===== config.mk =====
export PLATFORM = sky130hd
export DESIGN_NAME = acp_mixer_pwm
export DESIGN_NICKNAME = d
export VERILOG_FILES = /design/src/rtl/acp_pkg.sv /design/src/rtl/acp_pwm_mod.sv /design/src/rtl/acp_mixer_pwm.sv
export SDC_FILE = /design/constraint.sdc
export NUM_CORES = 1
export LEC_CHECK = 0
export CAP_MARGIN = 20
export CORE_ASPECT_RATIO = 0.75
export CORE_MARGIN = 8
export CORE_UTILIZATION = 57
export DETAILED_ROUTE_END_ITERATION = 6
export PLACE_DENSITY_LB_ADDON = 0.2
export SLEW_MARGIN = 0
export SYNTH_ARGS = -nofsm -noshare
export SYNTH_HDL_FRONTEND = slang
export SYNTH_SLANG_ARGS = --single-unit

===== constraint.sdc =====
create_clock -name clk50mhz -period 5 [get_ports clk50mhz]
set_clock_uncertainty 0.2 [all_clocks]
set_input_delay 0.75 -clock clk50mhz [delete_from_list [all_inputs] [get_ports clk50mhz]]
set_output_delay 0.75 -clock clk50mhz [all_outputs]
set_load 0.01 [all_outputs]

===== src/rtl/acp_pkg.sv =====
// rtl/acp_pkg.sv - shared audio channel processor defaults and helpers
package acp_pkg;

  localparam int DEF_NUM_CH = 4;
  localparam int DEF_VOL_W  = 4;
  localparam int DEF_PWM_W  = 8;
  localparam int SLEW_STEP  = 16;

  // Width of a channel index; kept at least 1 so single-channel blocks still get a port.
  function automatic int ch_idx_w(input int num_ch);
    return (num_ch > 1) ? $clog2(num_ch) : 1;
  endfunction

endpackage


===== src/rtl/acp_pwm_mod.sv =====
// rtl/acp_pwm_mod.sv - free-running PWM modulator with once-per-period level latch
// ACP_MIXER_SLEW_EN limits each latch step to SLEW_STEP.
module acp_pwm_mod
  import acp_pkg::*;
#(
  parameter int PWM_W = DEF_PWM_W
) (
  input  logic             clk,
  input  logic             rst,
  input  logic [PWM_W-1:0] target,
  output logic             pwm_out,
  output logic             sample_strobe,
  output logic [PWM_W-1:0] level_out
);

  localparam logic [PWM_W-1:0] CNT_MAX = '1;

  logic [PWM_W-1:0] cnt;
  logic [PWM_W-1:0] level_q;
  logic [PWM_W-1:0] level_next;
  logic             latch;

  assign latch = (cnt == CNT_MAX);

`ifdef ACP_MIXER_SLEW_EN
  localparam logic [PWM_W-1:0] STEP = PWM_W'(SLEW_STEP);

  // Differences are formed before comparing so the step never wraps past the rails.
  always_comb begin
    level_next = target;
    if (target > level_q) begin
      if (target - level_q > STEP) level_next = level_q + STEP;
    end else if (level_q - target > STEP) begin
      level_next = level_q - STEP;
    end
  end
`else
  always_comb begin
    level_next = target;
  end
`endif

  always_ff @(posedge clk or posedge rst) begin
    if (rst) begin
      cnt           <= '0;
      level_q       <= '0;
      sample_strobe <= 1'b0;
      pwm_out       <= 1'b0;
    end else begin
      cnt           <= cnt + PWM_W'(1);
      sample_strobe <= latch;
      if (latch) level_q <= level_next;
      pwm_out       <= (cnt < level_q);
    end
  end

  assign level_out = level_q;

endmodule


===== src/rtl/acp_mixer_pwm.sv =====
// rtl/acp_mixer_pwm.sv - volume-weighted channel mixer driving the PWM audio pin
// ACP_MIXER_SLEW_EN enables level slewing inside acp_pwm_mod.
module acp_mixer_pwm
  import acp_pkg::*;
#(
  parameter int NUM_CH = DEF_NUM_CH,
  parameter int VOL_W  = DEF_VOL_W,
  parameter int PWM_W  = DEF_PWM_W
) (
  input  logic                        clk50mhz,
  input  logic                        rst,
  input  logic [NUM_CH-1:0]           wave_in,
  input  logic                        vol_wr_en,
  input  logic [ch_idx_w(NUM_CH)-1:0] vol_wr_ch,
  input  logic [VOL_W-1:0]            vol_wr_data,
  input  logic                        mute,
  output logic                        pwm_out,
  output logic                        sample_strobe,
  output logic [PWM_W-1:0]            level_out
);

  localparam int SUM_W = VOL_W + ch_idx_w(NUM_CH);
  localparam int SHIFT = PWM_W - SUM_W;

  logic [NUM_CH-1:0] wave_meta;
  logic [NUM_CH-1:0] wave_sync;
  logic [VOL_W-1:0]  vol [NUM_CH];
  logic [SUM_W-1:0]  sum;
  logic [SUM_W-1:0]  sum_next;
  logic [PWM_W-1:0]  target;

  always_comb begin
    sum_next = '0;
    for (int i = 0; i < NUM_CH; i++) begin
      if (wave_sync[i]) sum_next = sum_next + SUM_W'(vol[i]);
    end
  end

  always_ff @(posedge clk50mhz or posedge rst) begin
    if (rst) begin
      wave_meta <= '0;
      wave_sync <= '0;
      sum       <= '0;
      for (int i = 0; i < NUM_CH; i++) vol[i] <= '0;
    end else begin
      wave_meta <= wave_in;
      wave_sync <= wave_meta;
      sum       <= sum_next;
      if (vol_wr_en) vol[vol_wr_ch] <= vol_wr_data;
    end
  end

  // Scale the mix so full volume on every channel lands near the top of the PWM range.
  assign target = mute ? '0 : (PWM_W'(sum) << SHIFT);

  acp_pwm_mod #(
    .PWM_W(PWM_W)
  ) u_pwm (
    .clk          (clk50mhz),
    .rst          (rst),
    .target       (target),
    .pwm_out      (pwm_out),
    .sample_strobe(sample_strobe),
    .level_out    (level_out)
  );

endmodule


---- Word level (Yosys, flattened, before mapping) ----
Cells that the tools add are included.
cells by class
  $add $sub $neg .......................... 4
  multiply operators ...................... 0
  div/mod/pow operators ................... 0
  $lt $le $gt $ge ......................... 3
  equal/unequal tests ..................... 1
  shift-type cells ........................ 0
  multiplexer cells ....................... 8
  bitwise logic cells ..................... 1
  reduce and logical (&&, ||, !) cells .... 1
operator list
  kind                                                number
  adder 6 x 4 -> 6 bit                                3
  two-way mux 6 bit                                   3
  bitwise mux 16 bit                                  1
  adder 8 x 1 -> 8 bit, second input constant         1
  demux 4 bit (select 2 bit)                          1
  == test 8 bit, second input constant                1
  < comparator 8 bit                                  1
  two-way mux 4 bit                                   2
  two-way mux 8 bit                                   1
  >= comparator 3 bit, second input constant          1
  < comparator 3 x 1 -> 1 bit, second input constant  1
  inverter 2 -> 3 bit                                 1
  logical AND 1 bit                                   1
storage, ports and cells
  bits in registers ....................... 48
  bits in latches ......................... 0
  memory bits (writable) .................. 0
  bits in read-only memories .............. 0
  bits of input ports ..................... 14
  output and inout port bits .............. 10
  memories ................................ 0

---- Depth between registers and ports, before layout ----
  depth after elaboration ................. 7
  depth in mapped cells ................... 16
  gate-level depth less buffers ........... 16

---- Hierarchy ----
From an unflattened synthesis, not the netlist that was laid out.
unflattened totals
  cells, all modules ...................... 220
  area, all modules ....................... 2665.1 sq um
modules (own cells, without submodules)
  module         times used  cells an instance  area each (sq um)  seq. area each (sq um)
  acp_mixer_pwm  1           149                1762.9             750.7
  acp_pwm_mod    1           71                 902.1              450.4

---- Worst setup path after synthesis ----
Ideal clock, no wire load.
  path kind ............................... flip-flop to flip-flop
  start ................................... register wave_sync[0]
  end ..................................... register sum[5]
  data arrival time ....................... 3.560 ns
  data required time ...................... 4.669 ns
  slack ................................... 1.109 ns
  stages on the path, launching flop included .. 17
  period minus slack after synthesis ...... 3.891 ns
  cell sequence ........................... dfrtp_1 -> and2_2 -> ha_1 -> inv_1 -> fa_1 -> xnor2_1 -> and3_1 -> or2_2 -> ha_1 -> a21oi_1 -> xor2_1 -> mux2i_1 -> ha_1 -> nand3_1 -> o211ai_1 -> and3b_2 -> or3_1
between the ends
  cells in the longest elaborated chain, start to end .. 7
RTL lines
  item                      RTL line             text
  start: declaration        acp_mixer_pwm.sv:26  logic [NUM_CH-1:0] wave_sync;
  start signal: assignment  acp_mixer_pwm.sv:47  wave_sync <= wave_meta;
  two-way mux 4 bit *       acp_mixer_pwm.sv:35  if (wave_sync[i]) sum_next = sum_next + SUM_W'(vol[i]);
  adder 6 x 4 -> 6 bit      acp_mixer_pwm.sv:35
  two-way mux 6 bit *       acp_mixer_pwm.sv:35
  adder 6 x 4 -> 6 bit      acp_mixer_pwm.sv:35
  two-way mux 6 bit *       acp_mixer_pwm.sv:35
  adder 6 x 4 -> 6 bit      acp_mixer_pwm.sv:35
  two-way mux 6 bit *       acp_mixer_pwm.sv:35
  net sum_next[5]           acp_mixer_pwm.sv:29  logic [SUM_W-1:0] sum_next;
  end signal: assignment    acp_mixer_pwm.sv:48  sum <= sum_next;
  end: declaration          acp_mixer_pwm.sv:28  logic [SUM_W-1:0] sum;
Mark *: on every way through the listed nets, which the timed path passes. The rest lies on a longest branch.
A chain may end at the register's enable or synchronous reset.

---- Final worst setup path ----
Same ends and word-level chain as after synthesis.

==> results.md <==
STA:
- The routed design could run at a clock period as short as 4.33 ns.
- At the pin with the least slew margin, the transition time is 0.654 ns.
- The worst path uses 86.5% of the clock period.
- Hold is met by 0.160 ns.
- In this run the tightest slew margin relative to its limit is 56.3%.
- The final-report hold violation count is 0.
- The number of slew-limit violations in the final report is 0.
- In the final timing run, aggregate negative setup slack is 0 ns.
- Setup repair after global routing left no endpoint under its margin.
- Setup violations remaining at the end of the flow were counted as 0.
- The fmax is 0.231 GHz.

Clock network:
- In this run the number of H-tree levels came out at 2.
- The clock net in this run drives a total of 46 sinks.
- The post-cts sizing count is 0.
- The clock latency reported for the late side of the worst-skew pair is 0.30 ns.
- TritonCTS built the clock tree.
- No sink is reached through more buffers than the 2 on the longest clock path.
- After clock tree synthesis, the flow added hold-fix buffers numbering 0.
- The total CTS buffers is 5.
- The root buffer cell chosen for the clock tree is clkbuf_8.
- The clock-pin transition on the worst setup and hold timing paths is 0.08 ns.
- The total setup buffers inserted after CTS is 0.

Global route:
- The overall fraction of global-route tracks in use is 15.0%.
- The number of global-route vias before repair is 1595.
- The number of antenna violations at the first check in global routing is 0.
- The global-route wire length before repair is 7.99 mm.
- For this run the aggregate overflow at the end of global routing stands at 0.
- Entering global routing, the biggest net connects 47 pins.

Critical path:
- The sum of buffers and inverters on the critical path is 1.
- Walking the worst path, the cells encountered are and2_2 -> ha_1 -> inv_1 -> fa_1 -> xnor2_1 -> and3_1 -> or2_2 -> ha_1 -> a21oi_1 -> xor2_1 -> mux2i_1 -> ha_1 -> nand3_1 -> o211ai_1 -> and3b_2 -> or3_1.
- The slowest stage of the critical path belongs to the cell dfrtp_1.
- The required time at the endpoint of the critical path is 4.98 ns.
- The most prevalent standard cell on the critical path is ha_1.
- The number of logic stages on the critical path including buffering is 16.
- In this run the register-to-register setup slack is 0.67 ns.
- The largest single stage delay on the critical path is 0.46 ns.
- STA classifies the critical path startpoint as a flop.
- The endpoint arrival time on the critical path is 4.31 ns.
- Among cell families on the critical path, the largest total delay comes from simple AND/OR/NAND/NOR gates.
- Counting cells, the worst reg-to-reg path comes to 16.
- In this run the critical register-to-register path is captured at sum[5].
- The setup path with the least slack is of type reg -> reg.
- The peak fanout along the critical path is 8.
- STA classifies the critical path endpoint as a flop.
- The launching point of the worst reg2reg path is wave_sync[0].

Synth:
- For this run, asynchronously set or reset flops after synthesis account for 100%.
- The sequential-to-total area share from yosys stat is 46.6%.
- The most instantiated flip-flop cell in the synthesis netlist is dfrtp_1.
- After synthesis, the netlist uses 47 different library cells.
- The post-synthesis instance area is 2470 sq um.
- The dominant cell by count in the synthesized netlist is dfrtp_1.
- In this run, synthesis inferred 0 flip-flops with an integrated enable.
- The top cell type by area accounts for 46.6% of the synthesized area.
- The library cell occupying the most area in the post-synthesis netlist is dfrtp_1.
- Each instance of the synthesized netlist takes up on average 11.9 sq um.
- Ranked by total cell area, the synthesized netlist is headed by dfrtp_1 (47%), mux2_2 (9.6%), ha_1 (9.1%).
- The number of warnings printed during yosys synthesis is 0.
- After synthesis the netlist holds a flip-flop and latch count of 46.
- The gate count after technology mapping is 207.
- By count the netlist is led by dfrtp_1 (46), mux2_2 (21), ha_1 (18).

Final layout:
- Cells with a size suffix above 1 make up 16.7% of the layout.
- The antenna diode instance count is 0.
- In the final layout, the multi-input gates occupy 1230 sq um.
- The total of fill cells in the finished design is 312.
- The count of nets after finishing is 267.
- The post-synthesis to final-layout area growth is 14.6%.
- The area of all sequential standard cells is 1150 sq um.

Placed design:
- The quantity of I/O buffers inserted on ports is 21.
- The final weighted congestion of routability-driven global placement is 0.862.
- The post-detailed-placement half-perimeter wirelength is 3.63 mm.

Worst hold path:
- The count of cells along the worst hold path is 0.
- The worst hold path belongs to the class reg -> reg.
- The end of the worst hold path is wave_sync[2].
- The startpoint identified for the worst hold timing path is wave_meta[2].

Detailed routing:
- The violation count after the first detailed-route iteration is 72.
- For this block, the routed nets add up to 4.75 mm of wire.
- The detailed router placed 1623 vias in this run.
- The detailed-route vias per instance is 5.64.
- The number of routed nets with antenna violations is 0.
- Dividing the detail-routed wire length by the instance count gives 16.5 um.
- The number of DRC violations after detailed routing is 0.
- The count of TritonRoute iterations in the first routing pass is 4.

Die:
- The floorplan step defined a die boundary enclosing 6720 sq um.
- The effective utilization at floorplan is 60.2%.
- 24 I/O pins were placed.
- The cell row count is 20.
- The die outline height is 73.0 um.
- In this run the horizontal extent of the chip is 92.1 um.
- The region available for standard cell placement spans 4100 sq um.

Pwr:
- Summed over all cells, the static leakage comes to 1.33 nW.
- The ratio of total power to cell area is 368 nW/um^2.
- VDD sags by at most 0.258 mV.

Job:
- Across the run, the number of max-cap violations was 0.

Status:
- The run finished with clean final reports.
## per-stage QoR
stage,std cells,area [sq um],utilization [%],setup slack (ns),power [mW]
3_3_place_gp,280,2720,66.4,0.945,0.753
2_1_floorplan,208,2480,-,1.11,0.695
3_5_place_dp,280,2720,66.4,0.730,0.773
6_report,288,2830,69.1,0.673,1.04
5_1_grt,288,2830,69.1,0.463,1.11
4_1_cts,288,2830,69.1,0.698,1.05
## state kept, by name, summed over array words and instances (netlist names)
register / count
u_pwm.level_out: 6
u_pwm.cnt: 8
u_pwm.sample_strobe: 1
wave_sync: 4
sum: 6
vol: 16
u_pwm.pwm_out: 1
wave_meta: 4
## cells in the final DEF, fill, tap and decap left out, drive strengths merged, types with 3 or more instances in the layout
cell and n:
a21o 3, and3 5, clkbuf 6, dfrtp 46
nor2b 3, clkdlybuf4s50 21, a211oi 3, ha 18
xor2 4, inv 14, nand2 10, nor2 4
xnor2 8, fa 3, nand3 5, mux2 21
nand2b 7, a21oi 7, mux2i 7
## report_power, final
part	switching (mW)	internal, mW
Clock	0.124	0.149
Sequential	0.0310	0.421
Combinational	0.161	0.156
## routing by layer
layer,GRT usage (%),up-vias,wire [um]
li1,-,781,-
met1,20.5,785,2210
met2,22.6,51,2190
met3,3.91,6,311
met4,4.27,0,45
met5,0,-,0
## cell type report
cell class              instances  area share (%)
multi-input cells             142            43.4
flip-flops and latches         46            40.6
repair buffers                 22            7.68
clock buffers                   6            2.56
well taps                      55            2.43
inverters                      15            1.99
clock inverters                 2            1.32
## logic make-up after synthesis
kind of cell    Yosys count  synth area share, %
xor+xnor                 12                 4.25
fa+ha+maj                21                 11.5
simple gates             52                 12.9
flops                    46                 46.6
compound gates           27                 8.40
mux                      28                 12.4
other cells               1                0.152
buf+inv                  20                 3.85
## worst max path at each step
stage | startpoint | endpoint | slack, ns
floorplan | wave_sync[0] | sum[5] | 1.11
global placement | wave_sync[0] | sum[5] | 0.94
CTS | wave_sync[0] | sum[5] | 0.70
finish | wave_sync[0] | sum[5] | 0.67
global route | wave_sync[0] | sum[5] | 0.46
detailed placement | wave_sync[0] | sum[5] | 0.73
Power figures use the tool's default switching activity.
